$ cat config.mk
export PLATFORM = sky130hd
export DESIGN_NAME = uart_bus_peripheral
export DESIGN_NICKNAME = d
export VERILOG_FILES = /design/src/rtl/uart_pkg.sv /design/src/rtl/uart_fifo.sv /design/src/rtl/uart_bus_peripheral.sv
export SDC_FILE = /design/constraint.sdc
export NUM_CORES = 1
export LEC_CHECK = 0
export BUFFER_PORTS_ARGS = -buffer_cell sky130_fd_sc_hd__buf_2
export CAP_MARGIN = 10
export CORE_ASPECT_RATIO = 0.5
export CORE_MARGIN = 2
export CORE_UTILIZATION = 30
export DETAILED_ROUTE_END_ITERATION = 10
export PLACE_DENSITY = 0.55
export SYNTH_ARGS = -nofsm -noshare
export SYNTH_HDL_FRONTEND = slang
export SYNTH_SLANG_ARGS = --single-unit
$ cat constraint.sdc
create_clock -name clk -period 3.18 [get_ports clk]
set_clock_uncertainty 0.15 [all_clocks]
set_input_delay 0.636 -clock clk [delete_from_list [all_inputs] [get_ports clk]]
set_output_delay 0.636 -clock clk [all_outputs]
set_load 0.02 [all_outputs]
$ cat src/rtl/uart_pkg.sv
// Shared types and constants for the CPU-side UART device.
package uart_pkg;

  localparam int DATA_BITS = 8;
  localparam int BIT_CNT_W = $clog2(DATA_BITS);

  typedef enum logic [1:0] {RX_IDLE, RX_START, RX_DATA, RX_STOP} rx_state_t;
  typedef enum logic [1:0] {TX_IDLE, TX_START, TX_DATA, TX_STOP} tx_state_t;

endpackage

$ cat src/rtl/uart_fifo.sv
// Synchronous FIFO with extra-MSB pointers; a simultaneous push and pop are both
// honoured, so a full FIFO accepts a push in the same cycle it is popped.
module uart_fifo #(
  parameter int WIDTH = 8,
  parameter int DEPTH = 16
) (
  input  logic             clk,
  input  logic             reset,
  input  logic             push,
  input  logic [WIDTH-1:0] din,
  input  logic             pop,
  output logic [WIDTH-1:0] dout,
  output logic             empty,
  output logic             full,
  output logic             overflow
);
  localparam int AW = $clog2(DEPTH);

  logic [AW:0]      wr_ptr_q, wr_ptr_d;
  logic [AW:0]      rd_ptr_q, rd_ptr_d;
  logic [WIDTH-1:0] mem_q [DEPTH];
  logic             do_push, do_pop;

  assign empty    = (wr_ptr_q == rd_ptr_q);
  assign full     = (wr_ptr_q[AW] != rd_ptr_q[AW]) && (wr_ptr_q[AW-1:0] == rd_ptr_q[AW-1:0]);
  assign do_pop   = pop && !empty;
  assign do_push  = push && (!full || do_pop);
  assign overflow = push && !do_push;
  assign dout     = mem_q[rd_ptr_q[AW-1:0]];

  always_comb begin
    wr_ptr_d = wr_ptr_q + (AW+1)'(do_push);
    rd_ptr_d = rd_ptr_q + (AW+1)'(do_pop);
  end

  always_ff @(posedge clk or posedge reset) begin
    if (reset) begin
      wr_ptr_q <= '0;
      rd_ptr_q <= '0;
    end else begin
      wr_ptr_q <= wr_ptr_d;
      rd_ptr_q <= rd_ptr_d;
    end
  end

  // NOTE: storage is deliberately not reset; empty/full come from the pointers,
  // so stale entries are never visible and the array can map onto plain RAM.
  always_ff @(posedge clk) begin
    if (do_push) mem_q[wr_ptr_q[AW-1:0]] <= din;
  end

endmodule

$ cat src/rtl/uart_bus_peripheral.sv
// CPU-side UART: 8N1 receiver and transmitter behind RX/TX FIFOs, with the DI/DO
// poll flags and sticky framing/overrun errors seen by the 8-bit CPU.
module uart_bus_peripheral
  import uart_pkg::*;
#(
  parameter int CLKS_PER_BIT = 16,
  parameter int RX_DEPTH     = 16,
  parameter int TX_DEPTH     = 16
) (
  input  logic       clk,
  input  logic       reset,
  input  logic       rx_serial,
  output logic       tx_serial,
  input  logic       rd_strobe,
  input  logic       wr_strobe,
  input  logic [7:0] wr_data,
  output logic [7:0] rd_data,
  output logic       flag_di,
  output logic       flag_do,
  input  logic       err_clr,
  output logic       err_frame,
  output logic       err_overrun
);
  localparam int                   CNT_W    = $clog2(CLKS_PER_BIT);
  localparam logic [CNT_W-1:0]     CNT_LAST = CNT_W'(CLKS_PER_BIT - 1);
  localparam logic [CNT_W-1:0]     CNT_HALF = CNT_W'(CLKS_PER_BIT / 2 - 1);
  localparam logic [BIT_CNT_W-1:0] BIT_LAST = BIT_CNT_W'(DATA_BITS - 1);

  // Two-flop synchroniser plus one history flop for falling-edge detection
  logic sync1_q, sync2_q, rx_prev_q, rx_fall;

  always_ff @(posedge clk or posedge reset) begin
    if (reset) begin
      sync1_q   <= 1'b1;
      sync2_q   <= 1'b1;
      rx_prev_q <= 1'b1;
    end else begin
      // NOTE: non-blocking assignments make each stage capture the previous stage's
      // old value; blocking ones would collapse the chain into a single flop.
      sync1_q   <= rx_serial;
      sync2_q   <= sync1_q;
      rx_prev_q <= sync2_q;
    end
  end

  assign rx_fall = rx_prev_q & ~sync2_q;

  // ---------------- receiver ----------------
  rx_state_t            rx_state_q, rx_state_d;
  logic [CNT_W-1:0]     rx_cnt_q, rx_cnt_d;
  logic [BIT_CNT_W-1:0] rx_bit_q, rx_bit_d;
  logic [DATA_BITS-1:0] rx_shift_q, rx_shift_d;
  logic                 rx_done, rx_push, rx_frame_err;

  always_ff @(posedge clk or posedge reset) begin
    if (reset) begin
      rx_state_q <= RX_IDLE;
      rx_cnt_q   <= '0;
      rx_bit_q   <= '0;
      rx_shift_q <= '0;
    end else begin
      rx_state_q <= rx_state_d;
      rx_cnt_q   <= rx_cnt_d;
      rx_bit_q   <= rx_bit_d;
      rx_shift_q <= rx_shift_d;
    end
  end

  always_comb begin
    // NOTE: every _d defaults to its _q first, so branches that leave it alone
    // hold state instead of inferring a latch.
    rx_state_d = rx_state_q;
    rx_cnt_d   = rx_cnt_q;
    rx_bit_d   = rx_bit_q;
    rx_shift_d = rx_shift_q;
    unique case (rx_state_q)
      RX_IDLE: begin
        if (rx_fall) begin
          rx_state_d = RX_START;
          rx_cnt_d   = '0;
        end
      end
      RX_START: begin
        if (rx_cnt_q == CNT_HALF) begin
          rx_cnt_d   = '0;
          rx_bit_d   = '0;
          rx_state_d = sync2_q ? RX_IDLE : RX_DATA;
        end else begin
          rx_cnt_d = rx_cnt_q + CNT_W'(1);
        end
      end
      RX_DATA: begin
        if (rx_cnt_q == CNT_LAST) begin
          rx_cnt_d   = '0;
          rx_shift_d = {sync2_q, rx_shift_q[DATA_BITS-1:1]};
          rx_bit_d   = rx_bit_q + BIT_CNT_W'(1);
          if (rx_bit_q == BIT_LAST) rx_state_d = RX_STOP;
        end else begin
          rx_cnt_d = rx_cnt_q + CNT_W'(1);
        end
      end
      RX_STOP: begin
        if (rx_cnt_q == CNT_LAST) begin
          rx_cnt_d   = '0;
          rx_state_d = RX_IDLE;
        end else begin
          rx_cnt_d = rx_cnt_q + CNT_W'(1);
        end
      end
      default: rx_state_d = RX_IDLE;
    endcase
  end

  always_comb begin
    rx_done      = (rx_state_q == RX_STOP) && (rx_cnt_q == CNT_LAST);
    rx_push      = rx_done && sync2_q;
    rx_frame_err = rx_done && !sync2_q;
  end

  // ---------------- FIFOs ----------------
  logic [DATA_BITS-1:0] rx_dout, tx_dout;
  logic                 rx_empty, rx_full_unused, rx_ovf;
  logic                 tx_empty, tx_full, tx_ovf, tx_pop;

  uart_fifo #(.WIDTH(DATA_BITS), .DEPTH(RX_DEPTH)) u_rx_fifo (
    .clk      (clk),
    .reset    (reset),
    .push     (rx_push),
    .din      (rx_shift_q),
    .pop      (rd_strobe),
    .dout     (rx_dout),
    .empty    (rx_empty),
    .full     (rx_full_unused),
    .overflow (rx_ovf)
  );

  uart_fifo #(.WIDTH(DATA_BITS), .DEPTH(TX_DEPTH)) u_tx_fifo (
    .clk      (clk),
    .reset    (reset),
    .push     (wr_strobe),
    .din      (wr_data),
    .pop      (tx_pop),
    .dout     (tx_dout),
    .empty    (tx_empty),
    .full     (tx_full),
    .overflow (tx_ovf)
  );

  // ---------------- transmitter ----------------
  tx_state_t            tx_state_q, tx_state_d;
  logic [CNT_W-1:0]     tx_cnt_q, tx_cnt_d;
  logic [BIT_CNT_W-1:0] tx_bit_q, tx_bit_d;
  logic [DATA_BITS-1:0] tx_shift_q, tx_shift_d;
  logic                 tx_line_q, tx_line_d;

  always_ff @(posedge clk or posedge reset) begin
    if (reset) begin
      tx_state_q <= TX_IDLE;
      tx_cnt_q   <= '0;
      tx_bit_q   <= '0;
      tx_shift_q <= '0;
      tx_line_q  <= 1'b1;
    end else begin
      tx_state_q <= tx_state_d;
      tx_cnt_q   <= tx_cnt_d;
      tx_bit_q   <= tx_bit_d;
      tx_shift_q <= tx_shift_d;
      tx_line_q  <= tx_line_d;
    end
  end

  always_comb begin
    tx_state_d = tx_state_q;
    tx_cnt_d   = tx_cnt_q;
    tx_bit_d   = tx_bit_q;
    tx_shift_d = tx_shift_q;
    unique case (tx_state_q)
      TX_IDLE: begin
        if (tx_pop) begin
          tx_state_d = TX_START;
          tx_cnt_d   = '0;
          tx_shift_d = tx_dout;
        end
      end
      TX_START: begin
        if (tx_cnt_q == CNT_LAST) begin
          tx_cnt_d   = '0;
          tx_bit_d   = '0;
          tx_state_d = TX_DATA;
        end else begin
          tx_cnt_d = tx_cnt_q + CNT_W'(1);
        end
      end
      TX_DATA: begin
        if (tx_cnt_q == CNT_LAST) begin
          tx_cnt_d   = '0;
          tx_shift_d = {1'b0, tx_shift_q[DATA_BITS-1:1]};
          tx_bit_d   = tx_bit_q + BIT_CNT_W'(1);
          if (tx_bit_q == BIT_LAST) tx_state_d = TX_STOP;
        end else begin
          tx_cnt_d = tx_cnt_q + CNT_W'(1);
        end
      end
      TX_STOP: begin
        if (tx_cnt_q == CNT_LAST) begin
          tx_cnt_d = '0;
          // Chain straight into the next start bit when another byte is waiting
          if (tx_pop) begin
            tx_state_d = TX_START;
            tx_shift_d = tx_dout;
          end else begin
            tx_state_d = TX_IDLE;
          end
        end else begin
          tx_cnt_d = tx_cnt_q + CNT_W'(1);
        end
      end
      default: tx_state_d = TX_IDLE;
    endcase
  end

  always_comb begin
    tx_pop = !tx_empty &&
             ((tx_state_q == TX_IDLE) || ((tx_state_q == TX_STOP) && (tx_cnt_q == CNT_LAST)));
    tx_line_d = 1'b1;
    unique case (tx_state_d)
      TX_START: tx_line_d = 1'b0;
      TX_DATA:  tx_line_d = tx_shift_d[0];
      default:  tx_line_d = 1'b1;
    endcase
  end

  // ---------------- sticky errors and bus outputs ----------------
  logic err_frame_q, err_frame_d, err_overrun_q, err_overrun_d;

  always_comb begin
    err_frame_d   = rx_frame_err | (err_frame_q & ~err_clr);
    err_overrun_d = rx_ovf | tx_ovf | (err_overrun_q & ~err_clr);
  end

  always_ff @(posedge clk or posedge reset) begin
    if (reset) begin
      err_frame_q   <= 1'b0;
      err_overrun_q <= 1'b0;
    end else begin
      err_frame_q   <= err_frame_d;
      err_overrun_q <= err_overrun_d;
    end
  end

  assign tx_serial   = tx_line_q;
  assign rd_data     = rx_empty ? '0 : rx_dout;
  assign flag_di     = ~rx_empty;
  assign flag_do     = ~tx_full;
  assign err_frame   = err_frame_q;
  assign err_overrun = err_overrun_q;

endmodule

== Word level (Yosys, flattened, before mapping) ==
Memories as Yosys holds them, arrays and structs flattened.
Cells that the tools add are included.

* Bits in registers: 60
* Memory bits (writable): 256
* Bits of input ports: 14
* Output and inout port bits: 13
* Logic and storage cells: 139
* Memories kept: 2

* Add/subtract/negate cells: 8
* Equality and inequality tests: 28
* Multiplexer cells: 37
* Bitwise logic cells: 10
* Reductions and logical operators: 35

{| class="wikitable"
|+ Memory list
! memory !! words !! bits a word !! rd ports !! clocked after Yosys merged registers in !! wr ports !! line !! RTL
|-
| u_rx_fifo.mem_q || 16 || 8 || 1 || 0 || 1 || uart_fifo.sv:21 || <nowiki>logic [WIDTH-1:0] mem_q [DEPTH];</nowiki>
|-
| u_tx_fifo.mem_q || 16 || 8 || 1 || 0 || 1 || uart_fifo.sv:21 ||
|}

{| class="wikitable"
|+ Operators by type and width
! operator !! count
|-
| 8-bit 2-to-1 mux || 4
|-
| 8-bit one-hot mux with 3 select lines || 1
|-
| 2-bit 2-to-1 mux || 11
|-
| 5-bit by 1-bit adder with 5-bit output || 4
|-
| 4-bit 2-to-1 mux || 5
|-
| 2-bit != test (second input constant) || 8
|-
| 2-bit one-hot mux with 4 select lines || 2
|-
| 1-bit logical AND || 13
|-
| 3-bit 2-to-1 mux || 4
|-
| 3-bit one-hot mux with 2 select lines || 2
|-
| 4-bit one-hot mux with 3 select lines || 1
|-
| 2-bit equality test (second input constant) || 5
|-
| 5-bit equality test || 2
|-
| 3-bit AND reduction || 3
|-
| 4-bit by 1-bit adder with 4-bit output (second input constant) || 2
|-
| 4-bit equality test || 2
|-
| 4-bit equality test (second input constant) || 2
|-
| 4-bit one-hot mux with 2 select lines || 1
|-
| 1-bit zero test || 7
|-
| 3-bit by 1-bit adder with 3-bit output (second input constant) || 2
|-
| 2-bit by 1-bit equality test with 1-bit output (second input constant) || 3
|-
| 3-bit equality test (second input constant) || 2
|-
| 1-bit 2-to-1 mux || 5
|-
| 5-bit AND reduction || 1
|-
| 14 further kinds || 26
|}

== Depth between registers and ports, before layout ==
* Depth in word-level cells: 11
* Mapped depth: 9
* Gate-level depth less buffers: 8

== Cells and area by module ==
Synthesis repeated with hierarchy kept, for this count alone.

* Cell total of the unflattened synthesis: 770
* Area total of the unflattened synthesis: 13207.7 um2

{| class="wikitable"
|+ By module, submodules not included
! module !! instances !! cells an instance !! area an instance (um2) !! sequential area each (um2)
|-
| uart_fifo (u_rx_fifo) || 1 || 286 || 5584.1 || 4093.9
|-
| uart_fifo (u_tx_fifo) || 1 || 275 || 5539.1 || 4093.9
|-
| uart_bus_peripheral || 1 || 209 || 2084.5 || 1006.0
|}

== Worst setup path before layout ==
Ideal clock, no wire load.

* Path kind: register -> register
* From: register rx_cnt_q[0]
* To: memory u_rx_fifo.mem_q[0][0] (enable)
* Library setup time: 0.383 ns
* Arrival time: 2.110 ns
* Data required time: 2.647 ns
* Slack: 0.537 ns
* Stages on the path, launching flop included: 7
* Path buffers: 0
* Period minus slack after synthesis: 2.643 ns
* Cell sequence: dfrtp_1 ha_1 nand2_1 nor2_1 o31a_1 or3b_2 nor3_1

* Cells in the longest elaborated chain, start to end: 6

{| class="wikitable"
|+ RTL lines
! item !! line !! RTL
|-
| from (decl) || uart_bus_peripheral.sv:50 || <nowiki>logic [CNT_W-1:0] rx_cnt_q, rx_cnt_d;</nowiki>
|-
| from (signal assigned) || uart_bus_peripheral.sv:63 || <nowiki>rx_cnt_q <= rx_cnt_d;</nowiki>
|-
| 4-bit equality test || uart_bus_peripheral.sv:115 || <nowiki>rx_done = (rx_state_q == RX_STOP) && (rx_cnt_q == CNT_LAST);</nowiki>
|-
| 1-bit logical AND || uart_bus_peripheral.sv:115 ||
|-
| 1-bit logical AND || uart_bus_peripheral.sv:116 || <nowiki>rx_push = rx_done && sync2_q;</nowiki>
|-
| 1-bit logical AND || uart_fifo.sv:27 || <nowiki>assign do_push = push && (!full || do_pop);</nowiki>
|-
| 1-bit 2-to-1 mux || uart_fifo.sv:49 || <nowiki>if (do_push) mem_q[wr_ptr_q[AW-1:0]] <= din;</nowiki>
|-
| 1-bit 2-to-1 mux (implied by the code) || uart_fifo.sv:49 ||
|-
| to (decl) || uart_fifo.sv:21 ||
|}

Every way passes these cells.

== Final worst setup path ==
* From: register u_rx_fifo.rd_ptr_q[0]
* To: output rd_data[2]

* Cells in the longest elaborated chain, start to end: 2
* Elaborated cells on any way between the ends: 3
* Classes of those cells: 1 x eq/ne; 1 x mux; 1 x memory

{| class="wikitable"
|+ RTL lines
! item !! line !! RTL
|-
| from (decl) || uart_fifo.sv:20 || <nowiki>logic [AW:0] rd_ptr_q, rd_ptr_d;</nowiki>
|-
| from (signal assigned) || uart_fifo.sv:42 || <nowiki>rd_ptr_q <= rd_ptr_d;</nowiki>
|-
| memory read 16 x 8 bit or 5-bit equality test (tied branches) || -- ||
|-
| 8-bit 2-to-1 mux (*) || uart_bus_peripheral.sv:252 || <nowiki>assign rd_data = rx_empty ? '0 : rx_dout;</nowiki>
|-
| to (decl) || uart_bus_peripheral.sv:17 || <nowiki>output logic [7:0] rd_data,</nowiki>
|}

Every way passes the cells marked *; elsewhere a longest branch is shown, timed or not.

==> results.yml <==
synthesis:
  synth_top_cell_by_area: "edfxtp_1"
  synthesis.area_sq_um: 13120
  synth.area.top_cells: "edfxtp_1 (59%), mux4_2 (11%), dfrtp_1 (11%), mux4_1 (1.4%), ha_1 (1.3%)"
  synth_enable_flop_cells: 256
  synth_area_per_cell_sq_um: 17.94
  synth_top_area_share_pct: 58.60
  synth_top_family_by_area: "multiplexers"
  synth_ff_type: "edfxtp_1"
  yosysWarnings: 0
  syn_nets: 759
  synthMuxAreaShare_pct: 14.21
  synth_compound_area_share_pct: 4.397
  synth_xor_xnor_area_share_pct: 1.736
  ys_seq_area_share_pct: 70.09
  yosys.cell_types.count: 58
  synthSimpleGateAreaFrac_pct: 5.628
  synth_fa_ha_area_share_pct: 1.335
  synth_seq_cells: 316
  synthCells: 731
  synthArstFlopShare_pct: 18.99
die:
  row_count: 54
  core_region_area_sq_um: 43380
  die_w_um: 299.7
  die_h_um: 151.9
  ioPinCount: 27
  start_util_pct: 30.24
  die_area_sq_um: 45520
route:
  wirelength_um: 28040
  drc: 0
  dr.pass1.iters: 5
  viasPerCell: 4.787
  vias: 6883
  ant_nets: 0
  first_iter_violations: 677
  wl_per_cell_um: 19.50
placement:
  port_buffers: 26
  post-place-ws_ps: 420.0
  dpl.hpwl_um: 17510
  place_congestion: 0.7783
power:
  power_leakage_nw: 5.496
  max-vdd-ir-drop_uv: 426.6
  power.density_nw_per_um2: 813.9
grt:
  overflow: 0
  grt_pass1_vias: 7160
  grt_usage_pct: 12.29
  grt_use_met2_pct: 20.02
  use_met1_pct: 16.89
  top_usage_layer: "met2"
  grt_pass1_wl_um: 43130
  grt_max_degree: 37
  antenna_found_initial: 0
  met3_usage_pct: 2.588
sta:
  slew_headroom_pct: 55.81
  hold_viol: 0
  rsz0062_at_grt: "true"
  finalCritPeriodShare_pct: 104.5
  fmax_mhz: 300.9
  max_slew.worst_pin.slew_ps: 656.9
  slew_violations: 0
  tns_ps: -780.9
  postLayoutSetupSlackWorst_ps: -143.8
  fin_crit_ps: 3324
  finalSetupViolCount: 8
cts:
  cts_tree: "yes"
  root_buffer: "clkbuf_16"
  numClockSinks: 316
  clkTransAtPathRegs_ps: 60
  clock_latency_ps: 570
  h-tree-depth: 1
  clock_path_buffers: 3
  numCtsBuffers: 31
worst_setup_path:
  crit_type: "flip-flop to primary output"
  crit_fanout: 7
  cp.required_ps: 2390
  critPathBufInv: 3
  critPathTopFamily: "multiplexers"
  max_stage_delay_ps: 530
  cp_slowest_cell: "mux4_2"
  cp-start-kind: "flip-flop"
  critPathArrivalTime_ps: 2540
  crit_path_end_kind: "primary output"
  path_cells: "buf_6 > buf_12 > mux4_2 > mux4_2 > nor2b_4 > buf_6"
min_path:
  hp-class: "input port to flip-flop"
cells_and_area:
  drive_gt1_share_pct: 28.35
  final_cell_mix: "edfxtp_1 (256), mux4_2 (65), buf_4 (60)"
  layout_commonest_cell: "edfxtp_1"
  syn_to_final_growth_pct: 17.89
  final_nets: 853
  antenna_cells: 0
run:
  cap_viol_max_count: 0
status:
  violations: "setup timing"
  outcome: "finished, violations left"
[stage by stage]
step / std cells / util [%] / hold WS [ps] / power, mW / instance area, sq um
floorplan: 731 / - / 195.2 / 7.853 / 13120
global placement: 1370 / 32.73 / 214.4 / 8.588 / 14200
detailed placement: 1370 / 32.73 / 214.0 / 8.689 / 14200
CTS: 1431 / 35.21 / 111.5 / 12.49 / 15270
global route: 1438 / 35.65 / 132.4 / 13.26 / 15460
finish: 1438 / 35.65 / 140.0 / 12.59 / 15460
[synth_stat cells (7+ instances only)]
| master | instances |
|---|---|
| a21oi_1 | 17 |
| buf_2 | 7 |
| clkbuf_1 | 13 |
| dfrtp_1 | 56 |
| edfxtp_1 | 256 |
| ha_1 | 14 |
| inv_1 | 13 |
| mux2_2 | 13 |
| mux2i_1 | 7 |
| mux4_1 | 7 |
| mux4_2 | 65 |
| nand2_1 | 30 |
| nand3_1 | 24 |
| nor2_1 | 45 |
| nor2b_1 | 12 |
| nor3_1 | 13 |
| o21ai_0 | 15 |
| xnor2_1 | 20 |
[path summary, 6_finish.rpt]
path	from	to	slack, ps	cells past startpoint
max reg2reg	u_rx_fifo.rd_ptr_q[0]	u_rx_fifo.mem_q[8][4]	490	8
min reg2reg	sync1_q	sync2_q	210	0
max	u_rx_fifo.rd_ptr_q[0]	rd_data[2]	-140	6
max in group asynchronous	reset	rx_prev_q	1700	4
min	err_clr	err_frame	140	2
min in group asynchronous	reset	tx_shift_q[0]	520	3
[per-layer routing]
metal | vias up | routed length, um
met5 | - | 0
met4 | 0 | 569
met3 | 47 | 1299
met2 | 155 | 13500
met1 | 3578 | 12670
li1 | 3103 | -
[sequential cells by signal, indices dropped and copies added, names as in the netlist, named ones only]
register,flops
err_overrun,1
u_tx_fifo.wr_ptr_q,5
tx_state_q,2
sync2_q,1
tx_bit_q,3
u_rx_fifo.mem_q,128
u_tx_fifo.mem_q,128
rx_cnt_q,4
u_rx_fifo.rd_ptr_q,5
rx_bit_q,3
rx_shift_q,8
tx_shift_q,8
sync1_q,1
u_tx_fifo.rd_ptr_q,5
tx_cnt_q,4
rx_state_q,1
u_rx_fifo.wr_ptr_q,5
rx_prev_q,1
err_frame,1
tx_serial,1
[cell families after synthesis]
logic type               Yosys count
multiplexers                      92
XOR/XNOR                          26
AND/OR/NAND/NOR                  152
adder cells (fa/ha/maj)           14
buffers and inverters             50
flip-flops                       316
AO/OA/AOI/OAI                     81
[where the power goes]
| group | internal (mW) | switching [mW] | total (mW) |
|---|---|---|---|
| sequential | 4.88 | 0.385 | 5.27 |
| combinational | 1.73 | 1.85 | 3.58 |
| clock | 2.19 | 1.55 | 3.74 |
| total | 8.81 | 3.78 | 12.6 |
[worst reg2reg max path: stages, from the launching register on]
cell and delay [ps]:
dfrtp_2 430, buf_6 140, clkbuf_16 150, xnor2_1 140
nand4_1 160, o31a_1 230, or3b_2 510, nor2_1 250
buf_4 230
[cell type report]
cell class	instances	area, sq um
clock buffer	44	854.6
clock inverter	14	180.2
fill	4053	27910
inverter	13	48.80
multi-input combinational	365	3622
sequential	316	9196
tap	588	735.7
timing repair buffer	98	827.0
[what timing repair did]
item	4_1_cts	5_1_grt
gates cloned	0	4
setup buffers	1	3
resized for setup	3	25
hold buffers	2	0
hold endpoints to repair	24	0
setup endpoints to repair	8	8
No activity file was read; power rests on OpenSTA's default activity.
